`config.mk`:
```
export PLATFORM = sky130hd
export DESIGN_NAME = sw_debounce_flat
export DESIGN_NICKNAME = d
export VERILOG_FILES = /design/src/rtl/sw_debounce_if.sv /design/src/rtl/sw_debounce.sv /design/src/flat_wrapper.sv
export SDC_FILE = /design/constraint.sdc
export NUM_CORES = 1
export LEC_CHECK = 0
export BUFFER_PORTS_ARGS = -buffer_cell sky130_fd_sc_hd__buf_2
export CORE_MARGIN = 2
export CORE_UTILIZATION = 59
export DETAILED_ROUTE_END_ITERATION = 8
export PLACE_DENSITY = 0.8
export SETUP_SLACK_MARGIN = 0.4
export SYNTH_ARGS = -nofsm -noshare
export SYNTH_HDL_FRONTEND = slang
export SYNTH_SLANG_ARGS = --single-unit
```
`constraint.sdc`:
```
create_clock -name i_clk -period 11.21 [get_ports i_clk]
set_input_delay 0.5605 -clock i_clk [delete_from_list [all_inputs] [get_ports i_clk]]
set_output_delay 0.5605 -clock i_clk [all_outputs]
set_load 0.1 [all_outputs]
```
`src/rtl/sw_debounce_if.sv`:
```
// Switch-conditioner signal bundle: raw levels in, debounced word, edge pulses and sample tick out.
interface sw_debounce_if #(
    parameter int SW_WIDTH = 32
);
    logic [SW_WIDTH-1:0] i_sw_raw;
    logic [SW_WIDTH-1:0] o_io_sw;
    logic [SW_WIDTH-1:0] o_sw_rise;
    logic [SW_WIDTH-1:0] o_sw_fall;
    logic                o_tick;

    // master: the board side producing raw levels and consuming the conditioned word
    modport master (
        output i_sw_raw,
        input  o_io_sw,
        input  o_sw_rise,
        input  o_sw_fall,
        input  o_tick
    );

    modport slave (
        input  i_sw_raw,
        output o_io_sw,
        output o_sw_rise,
        output o_sw_fall,
        output o_tick
    );
endinterface

```
`src/rtl/sw_debounce.sv`:
```
// Per-bit switch synchroniser + tick-sampled debouncer with one-cycle rise/fall pulses.
// Latency 2 + (STABLE_TICKS-1)*TICK_DIV + 1 .. 2 + STABLE_TICKS*TICK_DIV cycles; no backpressure.
module sw_debounce #(
    parameter int SW_WIDTH     = 32,
    parameter int TICK_DIV     = 50000,
    parameter int STABLE_TICKS = 10
) (
    input  logic         i_clk,
    input  logic         i_rst,
    sw_debounce_if.slave bus
);
    localparam int PW = (TICK_DIV > 1) ? $clog2(TICK_DIV) : 1;
    localparam int CW = (STABLE_TICKS > 0) ? $clog2(STABLE_TICKS + 1) : 1;
    localparam logic [PW-1:0] PRE_LAST = PW'(TICK_DIV - 1);
    localparam logic [CW-1:0] CNT_LAST = CW'(STABLE_TICKS - 1);

    logic [SW_WIDTH-1:0] s1;
    logic [SW_WIDTH-1:0] s2;
    logic [SW_WIDTH-1:0] io_sw;
    logic [SW_WIDTH-1:0] sw_rise;
    logic [SW_WIDTH-1:0] sw_fall;
    logic [SW_WIDTH-1:0] flip;
    logic [PW-1:0]       pre;
    logic                tick;
    logic [CW-1:0]       cnt [SW_WIDTH];

    assign tick = (pre == PRE_LAST);

    // A bit flips on the tick that completes STABLE_TICKS consecutive disagreeing samples.
    always_comb begin
        flip = '0;
        for (int i = 0; i < SW_WIDTH; i++) begin
            flip[i] = tick && (s2[i] != io_sw[i]) && (cnt[i] == CNT_LAST);
        end
    end

    always_ff @(posedge i_clk or posedge i_rst) begin
        if (i_rst) begin
            s1      <= '0;
            s2      <= '0;
            pre     <= '0;
            io_sw   <= '0;
            sw_rise <= '0;
            sw_fall <= '0;
            for (int i = 0; i < SW_WIDTH; i++) begin
                cnt[i] <= '0;
            end
        end else begin
            s1      <= bus.i_sw_raw;
            s2      <= s1;
            pre     <= tick ? '0 : pre + 1'b1;
            io_sw   <= io_sw ^ flip;
            sw_rise <= flip & s2;
            sw_fall <= flip & ~s2;
            for (int i = 0; i < SW_WIDTH; i++) begin
                if (s2[i] == io_sw[i]) begin
                    cnt[i] <= '0;
                end else if (tick) begin
                    cnt[i] <= (cnt[i] == CNT_LAST) ? '0 : cnt[i] + 1'b1;
                end
            end
        end
    end

    assign bus.o_io_sw   = io_sw;
    assign bus.o_sw_rise = sw_rise;
    assign bus.o_sw_fall = sw_fall;
    assign bus.o_tick    = tick;
endmodule

```
`src/flat_wrapper.sv`:
```
// flat-port wrapper written by rule: the top's interface ports become plain ports
module sw_debounce_flat 
#(
    parameter int SW_WIDTH     = 32,
    parameter int TICK_DIV     = 50000,
    parameter int STABLE_TICKS = 10
)
  (i_clk, i_rst, bus_i_sw_raw, bus_o_io_sw, bus_o_sw_rise, bus_o_sw_fall, bus_o_tick);
  sw_debounce_if #(.SW_WIDTH(SW_WIDTH)) bus_i ();
  input  logic i_clk;
  input  logic i_rst;
  input wire logic [$bits(bus_i.i_sw_raw)-1:0] bus_i_sw_raw;
  output wire logic [$bits(bus_i.o_io_sw)-1:0] bus_o_io_sw;
  output wire logic [$bits(bus_i.o_sw_rise)-1:0] bus_o_sw_rise;
  output wire logic [$bits(bus_i.o_sw_fall)-1:0] bus_o_sw_fall;
  output wire logic [$bits(bus_i.o_tick)-1:0] bus_o_tick;
  assign bus_i.i_sw_raw = bus_i_sw_raw;
  assign bus_o_io_sw = bus_i.o_io_sw;
  assign bus_o_sw_rise = bus_i.o_sw_rise;
  assign bus_o_sw_fall = bus_i.o_sw_fall;
  assign bus_o_tick = bus_i.o_tick;
  sw_debounce #(.SW_WIDTH(SW_WIDTH), .TICK_DIV(TICK_DIV), .STABLE_TICKS(STABLE_TICKS)) u_core (.i_clk(i_clk), .i_rst(i_rst), .bus(bus_i));
endmodule
```
# == Yosys cells after proc, flatten, opt, wreduce, memory -nomap -nowiden ==
# Index checks and enable logic that the tools add are counted.
# word_totals
regBits,304
output_inout_bits,97
wordCells,365
input_bits,34
# classes
n_addsub,33
n_bitwise,4
n_eq_ne,97
n_mux,97
n_reduce_logical,96
# ops
operator,count
4-bit 2-to-1 mux,96
"4-bit by 1-bit adder with 4-bit output, second input constant",32
"4-bit equality test, second input constant",32
32-bit AND,2
1-bit logical AND,64
2-bit nonzero test,32
1-bit equality test,32
1-bit inequality test,32
32-bit inverter,1
32-bit XOR,1
"16-bit by 1-bit adder with 16-bit output, second input constant",1
"16-bit equality test, second input constant",1
16-bit 2-to-1 mux,1

# == Logic depth before layout (Yosys ltp) ==
# logic_depth
word_depth,4
mapped_depth,9
mapped_depth_nobuf,6

# == Worst setup path before layout ==
# OpenSTA, ideal clock, no wires.
# synth_path
path_kind,register to output
startpoint,register u_core.pre[13]
endpoint,output bus_o_tick
setup_slack_ns,8.348
n_path_buf,3
arrival_time_ns,2.301
path_stages_with_launch,7
t_required_ns,10.649
cell_sequence,dfrtp_1 or4b_1 or4_1 buf_2 clkinv_1 buf_2 buf_2
# synth_between
elab_chain_cells,1
# synth_rtl
item,line_no,text
start: declaration,sw_debounce.sv:23,logic [PW-1:0] pre;
start signal: assignment,sw_debounce.sv:51,pre <= tick ? '0 : pre + 1'b1;
16-bit equality test,sw_debounce.sv:27,assign tick = (pre == PRE_LAST);
end: declaration,flat_wrapper.sv:16,output wire logic [$bits(bus_i.o_tick)-1:0] bus_o_tick;
# Every way passes these cells.

# == Worst setup path after layout ==
# layout_path
startpoint,register u_core.pre[0]
endpoint,output bus_o_tick
# Same word-level chain as after synthesis.

==> results.py <==
metrics = {
    "cts": {
        "post_cts_resized": 0,
        "cts-buffers-inserted": 31,
        "cts_hold_buf": 0,
        "insertion_delay_ns": 0.56,
        "cts_sinks": 304,
        "clockBufferDepth": 3,
        "h-tree-depth": 1,
        "post_cts_buffers": 0,
        "cts_tree": "built",
        "path_clk_slew_ns": 0.06,
        "clockRootBuffer": "clkbuf_16",
    },
    "die": {
        "rows": 54,
        "core_area_mm2": 0.0218,
        "fp.dieH_um": 153,
        "die_w_um": 153,
        "dieArea_mm2": 0.0235,
        "ioPinCount": 131,
        "start_util_pct": 60.2,
    },
    "timing": {
        "finalClockSkew_ns": 0.00872,
        "fmax_mhz": 254,
        "setup_viol": 0,
        "finalCritPeriodShare_pct": 35.1,
        "tns_ns": 0,
        "relSlewSlack_pct": 31.7,
        "rsz0062_at_grt": "no",
        "slew_viol_final": 0,
        "timing.final.crit_period_ns": 3.94,
        "hold_violations": 0,
        "worst_pin_slew_ns": 1.02,
    },
    "setup_path": {
        "worst-setup-path-type": "register to output port",
        "critPathLaunchType": "register",
        "worstSetupEndpointType": "output port",
        "arrival_ns": 3.38,
        "path_cells": "ha_1 -> nand3_1 -> or4_4 -> inv_2 -> buf_2",
        "max_stage_delay_ns": 0.94,
        "slowest_stage": "or4_4",
        "required_ns": 10.65,
        "cp_max_fo": 98,
    },
    "synth": {
        "async_reset_ff_share_pct": 100,
        "synth_edf_count": 0,
        "yosys.area.top_type_share_pct": 57.9,
        "synthTopCellsByArea": "dfrtp_1 (58%), ha_1 (6.2%), nor3b_1 (4.3%), nand2_1 (3.7%), a21oi_1 (3.7%)",
        "synth_cells": 1164,
        "synth_top_cell_by_area": "dfrtp_1",
        "syn_avg_cell_area_um2": 11.3,
        "yosysSeqAreaShare_pct": 57.9,
        "synthesis.nets": 1263,
        "synth_cell_type_count": 36,
        "synthFlopType": "dfrtp_1",
        "ys_seq_elements": 304,
        "synth_warnings": 0,
        "syn_area_mm2": 0.0131,
    },
    "cells_and_area": {
        "nets": 1399,
        "diodes": 0,
        "final_common_cell": "dfrtp_1",
        "postLayoutCoreUtil_pct": 69.5,
        "fillCellCount": 1589,
        "syn2layout_area_growth_pct": 15.4,
        "layout_common_cells": "dfrtp_1 (304), buf_2 (130), nand2_1 (129), a21oi_1 (96), inv_1 (78)",
        "drive_gt1_share_pct": 17.8,
    },
    "detailed_routing": {
        "postRouteAntennaNets": 0,
        "drt_iter0_markers": 426,
        "vias": 9187,
        "drc": 0,
        "avgRoutedWirePerCell_um": 15.5,
        "vias_per_cell": 5.73,
        "first_pass_iters": 5,
        "wirelength_mm": 24.9,
    },
    "min_path": {
        "hold_class": "input port to register",
    },
    "grt": {
        "antenna_found_initial": 0,
        "grt_max_degree": 143,
        "grt_pass1_wl_mm": 42.0,
        "grt_overflow": 0,
        "track_usage_pct": 21.0,
        "grt_pass1_vias": 8925,
    },
    "placed_design": {
        "dpl.hpwl_mm": 15.2,
        "portBuffers": 130,
        "gp_congestion": 0.762,
    },
    "power_and_ir_drop": {
        "p_leak_nw": 6.80,
        "ir_drop_uv": 140,
        "powerDensity_mw_per_mm2": 149,
    },
    "job": {
        "maxCapViolCount": 0,
    },
    "status": {
        "outcome": "finished, final reports clean",
    },
}
layout make-up:
type / count / area (um2) / area share [%]
Clock buffer: 45 / 898 / 5.92
Tap cell: 280 / 350 / 2.31
Sequential cell: 304 / 7610 / 50.2
Timing Repair Buffer: 135 / 688 / 4.54
Inverter: 80 / 308 / 2.03
Multi-Input combinational cell: 748 / 5100 / 33.6
Clock inverter: 12 / 214 / 1.41
through the flow:
| stage | hold WS, ns | instances | instance area [um2] | power (mW) | setup WS, ns |
|---|---|---|---|---|---|
| 6_report | 0.107 | 1604 | 15200 | 2.26 | 7.27 |
| 4_1_cts | 0.0808 | 1604 | 15200 | 2.29 | 7.23 |
| 2_1_floorplan | 0.331 | 1164 | 13100 | 1.16 | 2.25 |
| 3_3_place_gp | 0.333 | 1547 | 14100 | 1.18 | 7.88 |
| 3_5_place_dp | 0.335 | 1547 | 14100 | 1.18 | 7.82 |
| 5_1_grt | 0.0861 | 1604 | 15200 | 2.34 | 7.05 |
final timing paths:
check / from / endpoint / slack, ns / cells past startpoint
max: u_core.pre[0] / bus_o_tick / 7.27 / 5
min: bus_i_sw_raw[29] / u_core.s1[29] / 0.11 / 1
max reg2reg: u_core.pre[0] / u_core.bus.o_io_sw[19] / 7.82 / 7
min reg2reg: u_core.s1[4] / u_core.s2[4] / 0.35 / 0
max in group asynchronous: i_rst / u_core.pre[4] / 9.39 / 3
min in group asynchronous: i_rst / u_core.s1[24] / 0.20 / 2
power breakdown:
group | internal (mW) | switching (mW)
Clock | 0.691 | 0.416
Combinational | 0.0101 | 0.0297
Sequential | 1.11 | 0.00846
metal layers:
metal  vias up  global-route usage, %  share of wire, %
met4         0                   5.95               2.1
li1       4403                      -                 -
met5         -                      0                 0
met3        44                   3.43               4.3
met1      4568                   28.0                45
met2       172                   35.8                49
flip-flops by register name, indices dropped and copies added, names as in the netlist:
register              cells
u_core.s1                32
u_core.s2                32
u_core.bus.o_sw_rise     32
u_core.pre               16
u_core.cnt              128
u_core.bus.o_sw_fall     32
u_core.bus.o_io_sw       32
cell usage after synthesis, types with 2 or more instances:
cell type	n
ha_1	65
nand2_1	129
mux2_2	32
nand3_1	23
dfrtp_1	304
buf_2	6
or4bb_1	2
nand4_1	4
or4b_1	8
a311oi_1	25
clkbuf_1	24
nor2_1	38
or4_1	28
o21ai_0	51
nand4b_1	6
inv_1	79
xnor2_1	37
buf_6	2
nor3b_1	75
a41oi_1	25
a21oi_1	96
or3_1	66
a31oi_1	7
and3_1	2
a31o_2	14
xor2_1	6
critical path: cells and delay by family (launching register included):
kind          cells  cell delay, ns
fa+ha+maj         1            0.23
buf+inv           2            1.03
flops             1            0.42
simple gates      2            1.13
logic make-up after synthesis:
| family | synth area share, % |
|---|---|
| xor gates and xnor gates | 2.87 |
| adders and majority gates | 6.19 |
| DFF | 57.9 |
| buffers and inverters | 3.37 |
| muxes | 2.82 |
| and+or+nand+nor | 16.5 |
| AOI/OAI and AO/OA | 10.3 |
(Power assumes the default switching activity.)
